==> src/rtl/multi_channel_timer_if.sv <==
// Control and status bundle for multi_channel_timer.
// Every control input is level-sampled on each clk_in rising edge, with no valid/ready handshake; status outputs are registered, except irq.
interface multi_channel_timer_if #(
    parameter int WIDTH      = 16,
    parameter int NCH        = 4,
    parameter int PRESCALE_W = 8
);
    logic [PRESCALE_W-1:0] prescale;
    logic [NCH-1:0]        ch_start;
    logic [NCH-1:0]        ch_stop;
    logic [NCH-1:0]        ch_periodic;
    logic [NCH*WIDTH-1:0]  ch_reload;
    logic [NCH-1:0]        irq_clear;
    logic [NCH-1:0]        ch_running;
    logic [NCH-1:0]        ch_timeout;
    logic [NCH*WIDTH-1:0]  ch_count;
    logic [NCH-1:0]        irq_flags;
    logic                  irq;

    modport master (
        output prescale, ch_start, ch_stop, ch_periodic, ch_reload, irq_clear,
        input  ch_running, ch_timeout, ch_count, irq_flags, irq
    );

    modport slave (
        input  prescale, ch_start, ch_stop, ch_periodic, ch_reload, irq_clear,
        output ch_running, ch_timeout, ch_count, irq_flags, irq
    );
endinterface

==> src/rtl/multi_channel_timer.sv <==
// NCH independent down-counting timers sharing one free-running prescaler,
// with one-shot/periodic modes, abort, count readback and sticky IRQ flags.
module multi_channel_timer #(
    parameter int WIDTH      = 16,
    parameter int NCH        = 4,
    parameter int PRESCALE_W = 8
) (
    input  logic                  clk_in,
    input  logic                  resetb,
    multi_channel_timer_if.slave  bus
);

    typedef enum logic {IDLE = 1'b0, RUN = 1'b1} state_t;

    logic [PRESCALE_W-1:0] pre_cnt;
    logic                  tick;

    state_t           state_q [NCH];
    state_t           state_d [NCH];
    logic [WIDTH-1:0] count_q [NCH];
    logic [WIDTH-1:0] count_d [NCH];
    logic [NCH-1:0]   mode_q, mode_d;
    logic [NCH-1:0]   tmo_q, tmo_d;
    logic [NCH-1:0]   flag_q, flag_d;

    // ">=" so that lowering prescale below the current pre_cnt ticks next cycle
    assign tick = (pre_cnt >= bus.prescale);

    always_ff @(posedge clk_in) begin
        if (!resetb) begin
            pre_cnt <= '0;
        end else if (tick) begin
            pre_cnt <= '0;
        end else begin
            pre_cnt <= pre_cnt + PRESCALE_W'(1);
        end
    end

    always_ff @(posedge clk_in) begin
        if (!resetb) begin
            for (int i = 0; i < NCH; i++) begin
                state_q[i] <= IDLE;
                count_q[i] <= '0;
            end
            mode_q <= '0;
            tmo_q  <= '0;
            flag_q <= '0;
        end else begin
            for (int i = 0; i < NCH; i++) begin
                state_q[i] <= state_d[i];
                count_q[i] <= count_d[i];
            end
            mode_q <= mode_d;
            tmo_q  <= tmo_d;
            flag_q <= flag_d;
        end
    end

    // Priority per channel: stop > start > tick. An expiry sets the flag even
    // when irq_clear is asserted in the same cycle.
    always_comb begin
        mode_d = mode_q;
        tmo_d  = '0;
        flag_d = flag_q & ~bus.irq_clear;
        for (int i = 0; i < NCH; i++) begin
            state_d[i] = state_q[i];
            count_d[i] = count_q[i];
            if (bus.ch_stop[i]) begin
                state_d[i] = IDLE;
                count_d[i] = '0;
            end else if (bus.ch_start[i]) begin
                state_d[i] = RUN;
                count_d[i] = bus.ch_reload[i*WIDTH +: WIDTH];
                mode_d[i]  = bus.ch_periodic[i];
            end else if (state_q[i] == RUN && tick) begin
                if (count_q[i] != '0) begin
                    count_d[i] = count_q[i] - WIDTH'(1);
                end else begin
                    tmo_d[i]  = 1'b1;
                    flag_d[i] = 1'b1;
                    if (mode_q[i]) begin
                        count_d[i] = bus.ch_reload[i*WIDTH +: WIDTH];
                    end else begin
                        state_d[i] = IDLE;
                    end
                end
            end
        end
    end

    // ch_running is the per-channel FSM state vector.
    always_comb begin
        bus.ch_count   = '0;
        bus.ch_running = '0;
        for (int i = 0; i < NCH; i++) begin
            bus.ch_count[i*WIDTH +: WIDTH] = count_q[i];
            bus.ch_running[i]              = (state_q[i] == RUN);
        end
        bus.ch_timeout = tmo_q;
        bus.irq_flags  = flag_q;
        bus.irq        = |flag_q;
    end

endmodule

==> src/flat_wrapper.sv <==
// flat-port wrapper written by rule: the top's interface ports become plain ports
module multi_channel_timer_flat 
#(
    parameter int WIDTH      = 16,
    parameter int NCH        = 4,
    parameter int PRESCALE_W = 8
)
  (clk_in, resetb, bus_prescale, bus_ch_start, bus_ch_stop, bus_ch_periodic, bus_ch_reload, bus_irq_clear, bus_ch_running, bus_ch_timeout, bus_ch_count, bus_irq_flags, bus_irq);
  multi_channel_timer_if #(.WIDTH(WIDTH), .NCH(NCH), .PRESCALE_W(PRESCALE_W)) bus_i ();
  input  logic clk_in;
  input  logic resetb;
  input wire logic [$bits(bus_i.prescale)-1:0] bus_prescale;
  input wire logic [$bits(bus_i.ch_start)-1:0] bus_ch_start;
  input wire logic [$bits(bus_i.ch_stop)-1:0] bus_ch_stop;
  input wire logic [$bits(bus_i.ch_periodic)-1:0] bus_ch_periodic;
  input wire logic [$bits(bus_i.ch_reload)-1:0] bus_ch_reload;
  input wire logic [$bits(bus_i.irq_clear)-1:0] bus_irq_clear;
  output wire logic [$bits(bus_i.ch_running)-1:0] bus_ch_running;
  output wire logic [$bits(bus_i.ch_timeout)-1:0] bus_ch_timeout;
  output wire logic [$bits(bus_i.ch_count)-1:0] bus_ch_count;
  output wire logic [$bits(bus_i.irq_flags)-1:0] bus_irq_flags;
  output wire logic [$bits(bus_i.irq)-1:0] bus_irq;
  assign bus_i.prescale = bus_prescale;
  assign bus_i.ch_start = bus_ch_start;
  assign bus_i.ch_stop = bus_ch_stop;
  assign bus_i.ch_periodic = bus_ch_periodic;
  assign bus_i.ch_reload = bus_ch_reload;
  assign bus_i.irq_clear = bus_irq_clear;
  assign bus_ch_running = bus_i.ch_running;
  assign bus_ch_timeout = bus_i.ch_timeout;
  assign bus_ch_count = bus_i.ch_count;
  assign bus_irq_flags = bus_i.irq_flags;
  assign bus_irq = bus_i.irq;
  multi_channel_timer #(.WIDTH(WIDTH), .NCH(NCH), .PRESCALE_W(PRESCALE_W)) u_core (.clk_in(clk_in), .resetb(resetb), .bus(bus_i));
endmodule
==> config.mk <==
export PLATFORM = sky130hd
export DESIGN_NAME = multi_channel_timer_flat
export DESIGN_NICKNAME = d
export VERILOG_FILES = /design/src/rtl/multi_channel_timer_if.sv /design/src/rtl/multi_channel_timer.sv /design/src/flat_wrapper.sv
export SDC_FILE = /design/constraint.sdc
export NUM_CORES = 1
export LEC_CHECK = 0
export CORE_ASPECT_RATIO = 0.75
export CORE_MARGIN = 2
export CORE_UTILIZATION = 50
export CTS_CLUSTER_SIZE = 12
export DETAILED_ROUTE_END_ITERATION = 8
export PLACE_DENSITY = 0.8
export REMOVE_ABC_BUFFERS = 1
export SYNTH_ARGS = -nofsm -noshare
export SYNTH_HDL_FRONTEND = slang
export SYNTH_SLANG_ARGS = --single-unit
==> constraint.sdc <==
create_clock -name clk_in -period 3.5 [get_ports clk_in]
set_input_delay 0.35 -clock clk_in [delete_from_list [all_inputs] [get_ports clk_in]]
set_output_delay 0.35 -clock clk_in [all_outputs]
set_load 0.03 [all_outputs]
=== After elaboration in Yosys (flattened, before gate mapping) ===
Memory sizes are Yosys's and may differ from the RTL's.
Cells that the tools add are included.

* RAM bits: 68
* Input port bits: 90
* Logic and storage cells: 125
* Flip-flop bits (word level): 20
* Output and inout bits: 77
* Memories: 2

{| class="wikitable"
|+ Memories
! name !! depth !! width !! rd ports !! clocked after memory_dff !! write ports !! RTL line !! text
|-
| u_core.count_q || 4 || 16 || 4 || 0 || 4 || multi_channel_timer.sv:20 || <nowiki>logic [WIDTH-1:0] count_q [NCH];</nowiki>
|-
| u_core.state_q || 4 || 1 || 4 || 0 || 4 || multi_channel_timer.sv:18 || <nowiki>state_t state_q [NCH];</nowiki>
|}

* Order comparisons: 1
* Bitwise operators: 19
* Mux-type cells: 70
* Add/sub/neg operators: 5
* Reduce and logical (&&, ||, !) cells: 18

{| class="wikitable"
|+ Operators by type and width
! operator !! number
|-
| two-way mux 16 bit || 24
|-
| nonzero test 16 bit || 4
|-
| subtractor 16 x 1 -> 16 bit (second input constant) || 4
|-
| two-way mux 1 bit || 46
|-
| OR reduction 4 bit || 5
|-
| inverter 1 bit || 9
|-
| adder 8 x 1 -> 8 bit (second input constant) || 1
|-
| greater-or-equal comparator 8 bit || 1
|-
| OR 1 bit || 8
|-
| AND reduction 2 bit || 4
|-
| bitwise AND 4 bit || 1
|-
| logical AND 1 bit || 4
|-
| inverter 4 bit || 1
|-
| OR reduction 2 bit || 1
|}

=== Longest topological paths before layout ===
* Word-level depth: 6
* Depth in mapped cells: 10
* Mapped depth without buffers: 8

=== Worst setup path after synthesis ===
Ideal clock, no wire load.

* Path type: reg2reg
* Start point: memory u_core.count_q[2][1]
* End point: memory u_core.count_q[2][12]
* Setup slack: 1.163 ns
* Cell stages (with the launch flop): 10
* Library setup time: 0.116 ns
* Required time: 3.384 ns
* Clock period less this slack: 2.337 ns
* Arrival: 2.221 ns
* Buffers on the path: 1
* Path through: dfxtp_1 -> inv_1 -> ha_1 -> or4b_4 -> nor4_4 -> buf_6 -> nand2b_4 -> a21oi_4 -> nor3_1 -> a31o_2

{| class="wikitable"
|+ RTL lines
! what !! RTL line
|-
| start: declaration || multi_channel_timer.sv:20
|}

==> summary.txt <==
Status: completed
Max cap viols: 0
GR Util All Layers: 29.4%
Vias post-DR: 6,416
Seq cells post-synth: 88
Tmin final: 2.92 ns
Final period utilization: 83.4%
Diode count: 0
Area delta synth->final: 35.2%
Num Clock Sinks: 88
Synthesized instance count: 726
CP startpoint kind: input port
Initial antenna violation count: 0
Leakage: 2.95 nW
Post-CTS Setup Inserts: 0
Mean post-synth cell area: 7.90 um^2
Starting density of the core: 51.8%
DRT Wirelength: 18,300 um
Clock Latency Late Sink: 0.34 ns
Post-route cell area: 0.00775 mm^2
Ys flop type: dfxtp_1
Critical path fanouts, max: 7
Area of the die: 0.0124 mm^2
PostCTS Resize Cnt: 0
Core footprint: 0.0111 mm^2
# fillers: 892
Final setup violating endpoints: 0
Routed wire per std cell: 17.9 um
Vias in the first global route: 6,132
Pwr/cell area: 405 mW/mm^2
Root buf cell: clkbuf_16
CP Data Required Time: 3.74 ns
Final hold viol count: 0
Die height: 96.8 um
Post-synth EDFFs: 0
TritonCTS clock tree: yes
RSZ-0062 raised after global routing: no
Total grt overflow: 0
Worst vdd ir: 0.216 mV
Distinct cells, synth: 84
Post-synth ARST share: 0%
Fmax achieved: 343 MHz
Crit. End Element: register
Largest net degree at the start of global routing: 18
Worst-case clock buffer depth: 2
Kind of critical path: input port to register
Post-CTS Hold Buffers: 0
TritonRoute pass-1 iters: 5
Clock-pin slew on the worst setup and hold paths: 0.06 ns
WP data arrival: 3.16 ns
Initial DRC count: 617
Routed vias/inst: 6.27
Layout cells sized above 1: 6.79%
First-pass GRT wire length: 30,300 um
Slew @ Worst Pin: 0.791 ns
Fin. max-slew vios: 0
H-Tree Depth: 3
Synth warn: 0
DP HPWL: 13,700 um
Seq/Total Area, Yosys: 30.7%
Die X: 128 um
Worst Hold Class: register to register
Antenna-violating nets left: 0
Slew headroom: 47.0%
Inserted Clock Buffers: 9
DP Area: 0.00745 mm^2
Port bufs: 166
# DRC: 0
IO Pins: 167
Post-Syn Area: 0.00574 mm^2
Most common cell after layout, fill and taps aside: clkdlybuf4s50_1
Skew final: 0.0101 ns
GPL Wtd Cong: 0.949
Total negative slack: 0 ns
Layout Nets: 986
Commonest non-fill, non-tap cells in the layout: clkdlybuf4s50_1 (166), dfxtp_1 (88), nand2_1 (73)
Cell row count: 33
==> cells in the mapped netlist, types with 7 or more instances <==
cell type / instances / share of area, %
o21ai_0: 45 / 3.9
and2_1: 8 / 0.87
nand3_1: 24 / 2.1
buf_6: 8 / 1.6
and3_1: 8 / 0.87
o211ai_1: 8 / 1.0
mux2i_1: 9 / 1.6
buf_2: 10 / 0.87
nor4_1: 22 / 2.4
or3_1: 12 / 1.3
dfxtp_1: 88 / 31
nor3_1: 28 / 2.4
o31ai_1: 8 / 1.0
a21oi_1: 50 / 4.4
o22ai_1: 12 / 1.3
nor2b_1: 11 / 1.2
a31oi_1: 7 / 0.76
nand2b_1: 8 / 0.87
nor2_1: 68 / 4.5
clkbuf_1: 16 / 1.0
inv_1: 28 / 1.8
ha_1: 17 / 3.7
or4_1: 8 / 1.0
a32o_1: 13 / 2.3
nand2_1: 73 / 4.8
==> registers in the layout, indices dropped and copies added (netlist names) <==
signal / count
u_core.bus.irq_flags: 4
u_core.pre_cnt: 8
u_core.bus.ch_timeout: 4
u_core.state_q: 4
u_core.mode_q: 4
u_core.count_q: 64
==> metrics by stage <==
step           total power, W  utilization, %  setup slack [ns]  hold WS (ns)  std cells
6_report              0.00314            70.1             0.582         0.479       1024
2_1_floorplan         0.00177               -             0.306         0.439        691
5_1_grt               0.00330            70.1             0.331         0.525       1024
4_1_cts               0.00313            70.1             0.614         0.481       1024
3_5_place_dp          0.00214            67.3             0.272         0.469       1008
3_3_place_gp          0.00213            67.3             0.457         0.468       1008
==> routing by layer <==
| layer | GRT usage (%) | share of wire [%] | vias up |
|---|---|---|---|
| met4 | 5.66 | 0.73 | 0 |
| met1 | 41.9 | 44 | 2990 |
| met3 | 6.03 | 9.1 | 19 |
| li1 | - | - | 3053 |
| met2 | 46.4 | 46 | 354 |
| met5 | 0 | 0 | - |
==> kinds of logic (layout without fill, tap and decap cells) <==
kind of cell	Yosys count	in the layout	share of synthesized area [%]
fa+ha+maj	17	17	3.71
simple gates	314	314	29.6
buf+inv	63	221	5.45
xor+xnor	9	9	1.37
flops	88	88	30.7
mux	10	10	1.77
compound gates	225	225	27.3
==> where the power goes <==
group / internal (W) / total, W / switching, W / leakage (nW)
Combinational: 0.000433 / 0.00103 / 0.000597 / 2.09
Clock: 0.000590 / 0.000995 / 0.000405 / 0.148
Sequential: 0.00105 / 0.00111 / 0.0000678 / 0.717
Total: 0.00207 / 0.00314 / 0.00107 / 2.95
==> final cells by class <==
| cell class | count | area, um^2 | share of cell area (%) |
|---|---|---|---|
| clock inverter | 5 | 55.1 | 0.710 |
| sequential | 88 | 1760 | 22.7 |
| multi-input combinational | 575 | 3660 | 47.2 |
| timing repair buffer | 177 | 1740 | 22.5 |
| inverter | 28 | 105 | 1.36 |
| tap | 140 | 175 | 2.26 |
| clock buffer | 11 | 253 | 3.26 |
==> final timing paths <==
path / from / to / slack (ns) / cells after the start
max: bus_prescale[6] / u_core.count_q[0][0] / 0.58 / 9
min reg2reg: u_core.bus.irq_flags[1] / u_core.bus.irq_flags[1] / 0.48 / 2
max reg2reg: u_core.count_q[3][2] / u_core.count_q[3][6] / 0.72 / 7
min: u_core.bus.irq_flags[1] / u_core.bus.irq_flags[1] / 0.48 / 2
==> critical path, cell delays in order <==
cell and delay [ns]:
clkdlybuf4s50_1 0.47, inv_1 0.05, ha_1 0.28, and4_1 0.29, o21ai_0 0.14, o21bai_1 0.52
nand3_1 0.39, or4_1 0.58, o311ai_2 0.09
Power figures use the tool's default switching activity.
